## src/rtl/sram_sp_arbiter.sv

```systemverilog
// Round-robin arbiter sharing one single-port lane-masked SRAM among NREQ requesters, with zero-fill after reset.
// One access per cycle, read data one cycle after accept; losers see READY=0 and must hold, responses have no backpressure.
module sram_sp_arbiter #(
  parameter int SIZE    = 4,
  parameter int WLEN    = 32,
  parameter int STEP    = 2,
  parameter int NREQ    = 2,
  parameter int INIT_EN = 1
) (
  input  logic                      CLK,
  input  logic                      RST,
  input  logic [NREQ-1:0]           REQ_VALID,
  output logic [NREQ-1:0]           REQ_READY,
  input  logic [NREQ*SIZE-1:0]      REQ_A,
  input  logic [NREQ*(2**STEP)-1:0] REQ_WEN,
  input  logic [NREQ*WLEN-1:0]      REQ_D,
  output logic [NREQ-1:0]           RSP_VALID,
  output logic [WLEN-1:0]           RSP_Q,
  output logic                      INIT_DONE,
  output logic                      CEN,
  output logic [(2**STEP)-1:0]      WEN,
  output logic [SIZE-1:0]           A,
  output logic [WLEN-1:0]           D,
  input  logic [WLEN-1:0]           Q
);

  localparam int NL = 2**STEP;
  localparam int PW = (NREQ > 1) ? $clog2(NREQ) : 1;

  typedef enum logic {ST_INIT, ST_RUN} state_t;

  state_t          state_q, state_d;
  logic [SIZE-1:0] cnt_q, cnt_d;
  logic [PW-1:0]   ptr_q, ptr_d;
  logic [NREQ-1:0] rsp_vld_q, rsp_vld_d;
  logic [WLEN-1:0] rsp_hold_q, rsp_hold_d;
  logic [SIZE-1:0] a_q, a_d;
  logic [WLEN-1:0] d_q, d_d;

  logic            gnt_vld;
  logic [PW-1:0]   gnt_idx;
  logic            gnt_ok;
  logic [NL-1:0]   gnt_wen;
  logic [SIZE-1:0] gnt_a;
  logic [WLEN-1:0] gnt_d;

  always_ff @(posedge CLK) begin
    if (RST) begin
      state_q    <= (INIT_EN != 0) ? ST_INIT : ST_RUN;
      cnt_q      <= '0;
      ptr_q      <= '0;
      rsp_vld_q  <= '0;
      rsp_hold_q <= '0;
      a_q        <= '0;
      d_q        <= '0;
    end else begin
      state_q    <= state_d;
      cnt_q      <= cnt_d;
      ptr_q      <= ptr_d;
      rsp_vld_q  <= rsp_vld_d;
      rsp_hold_q <= rsp_hold_d;
      a_q        <= a_d;
      d_q        <= d_d;
    end
  end

  always_comb begin
    state_d = state_q;
    cnt_d   = cnt_q;
    if (state_q == ST_INIT) begin
      cnt_d = cnt_q + 1'b1;
      if (cnt_q == '1) state_d = ST_RUN;
    end
  end

  // First valid requester at or after the round-robin pointer, wrapping mod NREQ.
  always_comb begin
    gnt_vld = 1'b0;
    gnt_idx = '0;
    for (int k = 0; k < NREQ; k++) begin
      int idx;
      idx = int'(ptr_q) + k;
      if (idx >= NREQ) idx = idx - NREQ;
      if (!gnt_vld && REQ_VALID[idx]) begin
        gnt_vld = 1'b1;
        gnt_idx = PW'(idx);
      end
    end
  end

  assign gnt_ok  = gnt_vld && (state_q == ST_RUN) && !RST;
  assign gnt_wen = REQ_WEN[gnt_idx*NL +: NL];
  assign gnt_a   = REQ_A[gnt_idx*SIZE +: SIZE];
  assign gnt_d   = REQ_D[gnt_idx*WLEN +: WLEN];

  always_comb begin
    REQ_READY = '0;
    CEN       = 1'b1;
    WEN       = '1;
    a_d       = a_q;
    d_d       = d_q;
    ptr_d     = ptr_q;
    rsp_vld_d = '0;
    if (!RST && state_q == ST_INIT) begin
      CEN = 1'b0;
      WEN = '0;
      a_d = cnt_q;
      d_d = '0;
    end else if (gnt_ok) begin
      REQ_READY[gnt_idx] = 1'b1;
      CEN   = 1'b0;
      WEN   = gnt_wen;
      a_d   = gnt_a;
      d_d   = gnt_d;
      ptr_d = (gnt_idx == PW'(NREQ - 1)) ? '0 : gnt_idx + 1'b1;
      if (&gnt_wen) rsp_vld_d[gnt_idx] = 1'b1;
    end
  end

  // Q is only meaningful in the cycle after a read; otherwise replay the last response.
  assign RSP_Q      = (|rsp_vld_q) ? Q : rsp_hold_q;
  assign rsp_hold_d = RSP_Q;
  assign RSP_VALID  = rsp_vld_q;
  assign INIT_DONE  = (state_q == ST_RUN);
  assign A          = a_d;
  assign D          = d_d;

endmodule

```

## config.mk

```make
export PLATFORM = sky130hd
export DESIGN_NAME = sram_sp_arbiter
export DESIGN_NICKNAME = d
export VERILOG_FILES = /design/src/rtl/sram_sp_arbiter.sv
export SDC_FILE = /design/constraint.sdc
export NUM_CORES = 1
export LEC_CHECK = 0
export CAP_MARGIN = 15
export CORE_UTILIZATION = 37
export CTS_CLUSTER_DIAMETER = 60
export DETAILED_ROUTE_END_ITERATION = 12
export PLACE_DENSITY = 0.8
export REMOVE_ABC_BUFFERS = 1
export SETUP_SLACK_MARGIN = 0.15
export SLEW_MARGIN = 20
export SYNTH_ARGS = -nofsm -noshare
export SYNTH_HDL_FRONTEND = slang
export SYNTH_SLANG_ARGS = --single-unit
```

## constraint.sdc

```tcl
create_clock -name CLK -period 2.2 [get_ports CLK]
set_input_delay 0.44 -clock CLK [delete_from_list [all_inputs] [get_ports CLK]]
set_output_delay 0.44 -clock CLK [all_outputs]
set_load 0.005 [all_outputs]
```

==> results of run 1 <==
## Yosys cell counts, types with 3 or more instances
cell type / instances
a31oi_1: 3
mux2i_1: 5
nor2b_1: 36
o21ai_0: 4
buf_6: 4
inv_1: 33
clkbuf_1: 10
a222oi_1: 32
mux2_2: 32
nand2_1: 6
nor2_1: 40
buf_2: 7
nand3_1: 4
dfxtp_1: 76
## cell families after synthesis
group	synth area share
multiplexers	0.131
flip-flops	0.484
AND/OR/NAND/NOR	0.147
adder cells (fa/ha/maj)	0.00398
AO/OA/AOI/OAI	0.144
XOR/XNOR	0.00837
buffers and inverters	0.0817
## stage by stage
step                      hold WS (ns)  instances  instance area [sq um]  TNS [ns]
after floorplan                  0.442        293                   3010    -18.65
after global placement           0.463        627                   5380    -23.45
after detailed placement         0.473        627                   5380    -26.33
after CTS                        0.381        754                   6750     -2.65
after global routing             0.420        785                   7110     -9.87
final                            0.420        785                   7110     -7.16
## layer usage
metal	up-vias	wire length [microns]	GRT usage
li1	1834	-	-
met1	2010	5550	0.309
met2	336	8470	0.594
met3	101	1820	0.0906
met4	0	1030	0.179
met5	-	0	0
## state kept, by name, summed over array words and instances, names as in the netlist
| signal | cells |
|---|---|
| a_q | 4 |
| ptr_q | 1 |
| RSP_VALID | 2 |
| INIT_DONE | 1 |
| cnt_q | 4 |
| d_q | 32 |
| rsp_hold_q | 32 |
## layout make-up
type                    instances  area [sq um]  share of cell area
clock inverters                 5          81.3              0.0114
clock buffers                  11           151              0.0213
repair buffers                371          3540               0.498
inverters                      34           130              0.0183
flip-flops and latches         76          1530               0.215
multi-input cells             183          1550               0.218
well taps                     105           131              0.0185
## worst paths after layout
kind | from | to | depth (start not counted) | slack (ns)
max | INIT_DONE | D[22] | 8 | -0.35
min | REQ_VALID[1] | ptr_q | 2 | 0.42
max reg2reg | INIT_DONE | d_q[22] | 15 | -0.26
min reg2reg | a_q[1] | a_q[1] | 2 | 0.52
## timing repair
item / 4_1_cts / 5_1_grt
endpoints found under the setup margin: 75 / 84
gates cloned: 5 / 2
gates resized for setup: 322 / 85
buffers inserted: 106 / 29
pin swaps: 34 / 27
hold endpoints to repair: 0 / 0
## critical path, stage by stage (launching register included)
cell and delay, ns:
dfxtp_2 0.35, buf_6 0.13, a21oi_4 0.15, inv_4 0.09
buf_12 0.15, buf_6 0.12, a222oi_1 0.50, inv_1 0.11
buf_2 0.15
## power by group through the flow
stage / Combinational, mW / Clock [mW] / Sequential (mW)
final: 0.371 / 1.25 / 1.39
after CTS: 0.349 / 1.25 / 1.39
after floorplan: 0.0430 / 0 / 1.42
after global placement: 0.322 / 0 / 1.42
after detailed placement: 0.327 / 0 / 1.42
after global routing: 0.384 / 1.32 / 1.39
==> out/qor.csv, run 1 <==
stage,metric,value,unit
status,status,"complete, but fails checks",
status,violations,negative setup slack,
logic_synthesis,syn_inst,316,
pwr,p_sw_frac,0.229,
logic_synthesis,netlist_area,0.00314,sq mm
logic_synthesis,synth_edf_count,0,
routing,route.antenna.remaining_nets,0,
finish,most-common-layout-cells,"116 x clkdlybuf4s50_1, 103 x buf_4, 78 x buf_6, 72 x dfxtp_1",
routing,dr.pass1.iters,8,
cts,clock-sinks,76,
routing,drt_iter0_drc,408,
pwr,netSwitchingPower,0.689,mW
cts,cts_root_buffer,clkbuf_8,
floorplanning,fp.coreArea,0.00822,sq mm
pwr,power_density,424,mW/mm^2
setup_path,cp_data_arrival_time,2.11,ns
pwr,power.total,3.02,mW
flow_run,maxCapViolCount,0,
setup_path,crit_fanout,10,
setup_path,critPathLaunchType,register,
timing,rsz0062_at_grt,true,
pwr,power_frac_clock,0.416,
timing,fin_ws,-0.348,ns
finish,drive_gt1_frac,0.462,
logic_synthesis,synthTopCellsByArea,"dfxtp_1 48%, mux2_2 11%, a222oi_1 10%",
floorplanning,die_w,94.1,microns
timing,fin_skew,0.0198,ns
place,dp_hpwl,7.24,mm
pwr,combPwrFrac,0.123,
timing,hold_viol_final,0,
global_routing,grt_antenna_before_repair,0,
timing,finalCriticalPeriod,2.55,ns
finish,nets,792,
finish,layout-area-overhead-vs-synth,126,%
timing,finalMaxSlewViolations,0,
logic_synthesis,synth_top_area_frac,0.484,
finish,utilization,0.866,
floorplanning,start_util,0.382,
logic_synthesis,synth_flop_cell,dfxtp_1,
floorplanning,die_area,0.00886,sq mm
logic_synthesis,syn_area_per_cell,9.94,sq um
floorplanning,die_h,94.1,microns
floorplanning,io_pins,194,
worst_hold_path,worstHoldPathType,in -> reg,
logic_synthesis,yosys.cell_types.count,33,
place,io_buffers,193,
cts,cts_buffer_depth,2,
global_routing,grt_max_degree,28,
cts,clock_latency,0.35,ns
logic_synthesis,ys_warn_count,0,
setup_path,crit_type,reg -> out,
cts,numCtsBuffers,9,
cts,path_clk_slew,0.09,ns
global_routing,grt_pass1_vias,4173,
timing,max_freq,393,MHz
finish,antenna_cells,0,
logic_synthesis,ys_ff_latch,76,
setup_path,crit_required,1.76,ns
pwr,internal_power,2.33,mW
place,place_congestion,0.771,
finish,mostFrequentLayoutCell,clkdlybuf4s50_1,
cts,cts_tree,done,
place,place_ws,-0.727,ns
routing,vias_per_cell,5.45,
logic_synthesis,synth-seq-area-share,0.484,
cts,cts_htree_levels,3,
finish,n_fill_cell,388,
routing,via_count,4281,
timing,worst_slew_margin_rel,0.638,
floorplanning,rows,33,
cts,cts_hold_buf,0,
pwr,vdd_drop_max,0.289,mV
global_routing,track_usage,0.317,
timing,timing.final.crit_share,1.16,
timing,worst_pin_slew,0.543,ns
global_routing,grt_pass1_wl,20.9,mm
timing,setup_violations,44,
routing,wl_per_cell,21.5,microns
pwr,p_leak,3.56,nW
logic_synthesis,async_reset_ff_frac,0,
pwr,p_seq_frac,0.461,
setup_path,critPathCaptureType,primary output,
global_routing,grt_overflow_total,0,
logic_synthesis,synth_area_leader_cell,dfxtp_1,
routing,drc,0,
routing,wl,16.9,mm
Note: power is estimated with default switching activity, not from simulation.
==> run 2, diff against run 1 <==
- CAP_MARGIN: 15 -> 20
- GPL_ROUTABILITY_DRIVEN: not set -> 0
==> results of run 2 <==
The final DEF is identical to that of run 1; final timing and power are the same.
==> run 3, diff against run 2 <==
- GPL_ROUTABILITY_DRIVEN: 0 -> not set
- SKIP_CTS_REPAIR_TIMING: not set -> 1
==> run 3 against run 2 <==
Net effect: the flow still finishes with violations (negative setup slack); critical path depth down 1; clock power about the same; combinational power down 5.7%; first-iteration DRC count down 38%; die area unchanged; critical path type unchanged.
==> out/qor.csv, run 3 (synthesis gave the netlist of run 1 again) <==
stage,metric,value,unit
finish,top_regs,"d_q: 32 flops, rsp_hold_q: 32 flops",
timing,rsz0062_at_grt,true,
timing,max_freq,430,MHz
timing,fin_ws,-0.128,ns
finish,layout-area-overhead-vs-synth,98.5,%
status,violations,negative setup slack,
floorplanning,rows,33,
timing,setup_violations,34,
setup_path,crit_type,reg -> out,
status,status,"complete, but fails checks",
place,dp_cells,627,
global_routing,use_met3,0.0688,
cts,cts_tree,done,
timing,timing.final.crit_share,1.06,
global_routing,globalRouteMet1Util,0.235,
timing,hold_viol_final,0,
floorplanning,die_area,0.00886,sq mm
setup_path,critPathCaptureType,primary output,
place,place_ws,-0.727,ns
global_routing,met2_usage,0.382,
flow_run,maxCapViolCount,0,
global_routing,top_usage_layer,met2,
timing,tns,-2.37,ns
routing,drc,0,
routing,dr.pass1.iters,8,
global_routing,grt_pass1_vias,3073,
finish,nets,688,
cts,cts_htree_levels,3,
global_routing,track_usage,0.213,
finish,mostFrequentLayoutCell,clkdlybuf4s50_1,
routing,vias_per_cell,5.09,
floorplanning,io_pins,194,
floorplanning,die_w,94.1,microns
floorplanning,fp.coreArea,0.00822,sq mm
pwr,power_density,477,mW/mm^2
global_routing,grt_max_degree,36,
pwr,vdd_drop_max,0.298,mV
global_routing,grt_antenna_before_repair,0,
cts,numCtsBuffers,9,
timing,finalCriticalPeriod,2.33,ns
cts,cts_buffer_depth,2,
place,io_buffers,193,
finish,instances_no_fill,681,
timing,fin_skew,0.0147,ns
worst_hold_path,worstHoldPathType,reg -> reg,
timing,finalMaxSlewViolations,0,
setup_path,crit_fanout,12,
cts,clock-sinks,76,
setup_path,crit_required,1.76,ns
place,dp_hpwl,7.24,mm
routing,via_count,3465,
global_routing,grt_overflow_total,0,
finish,most-common-layout-cells,"116 x clkdlybuf4s50_1, 72 x dfxtp_1, 49 x dlymetal6s2s_1, 49 x buf_4, 37 x nor2_1",
routing,wl,12.0,mm
cts,clock_latency,0.34,ns
setup_path,cp_data_arrival_time,1.89,ns
routing,drt_iter0_drc,255,
timing,worst_slew_margin_rel,0.725,
setup_path,critPathLaunchType,register,
floorplanning,start_util,0.382,
finish,antenna_cells,0,
routing,wl_per_cell,17.7,microns
routing,route.antenna.remaining_nets,0,
cts,cts_root_buffer,clkbuf_8,
cts,path_clk_slew,0.08,ns
timing,worst_pin_slew,0.413,ns
setup_path,reg2reg_setup_slack,0.49,ns
pwr,power.total,2.98,mW
place,place_congestion,0.771,
global_routing,grt_pass1_wl,14.6,mm
floorplanning,die_h,94.1,microns
finish,drive_gt1_frac,0.290,
pwr,p_leak,3.69,nW
==> run 3: final cells by class <==
| cell class | count | area (sq um) |
|---|---|---|
| Timing Repair Buffer | 267 | 2740 |
| Fill cell | 538 | 1980 |
| Sequential cell | 76 | 1530 |
| Multi-Input combinational cell | 183 | 1470 |
| Clock buffer | 11 | 151 |
| Tap cell | 105 | 131 |
| Inverter | 34 | 130 |
| Clock inverter | 5 | 81.3 |
==> run 3: worst max-delay path: stages (launching register included) <==
cell and delay [ns]:
dfxtp_2 0.33, buf_4 0.15, a21oi_4 0.18, inv_4 0.09, clkbuf_16 0.18, a222oi_1 0.36
inv_1 0.10, dlymetal6s2s_1 0.16
==> run 3: per-layer routing <==
metal,wire (microns),part of all wire
met5,0,0
met4,141,0.012
met3,1150,0.096
met2,6410,0.53
met1,4320,0.36
==> run 3: power by group <==
group	switching (mW)	internal, mW
registers	0.00691	1.38
logic	0.112	0.238
clock network	0.533	0.704
total	0.652	2.32
==> run 3: path summary, 6_finish.rpt <==
check	to	cells after the start	from
max	D[9]	7	INIT_DONE
min	a_q[0]	2	a_q[0]
max reg2reg	d_q[26]	8	INIT_DONE
min reg2reg	a_q[0]	2	a_q[0]
==> run 3: stage by stage <==
stage,utilization,area [sq um],hold WS (ns)
after CTS,0.683,5610,0.484
after global routing,0.759,6230,0.507
after global placement,0.655,5380,0.463
after floorplan,-,3010,0.442
after detailed placement,0.655,5380,0.473
final,0.759,6230,0.485
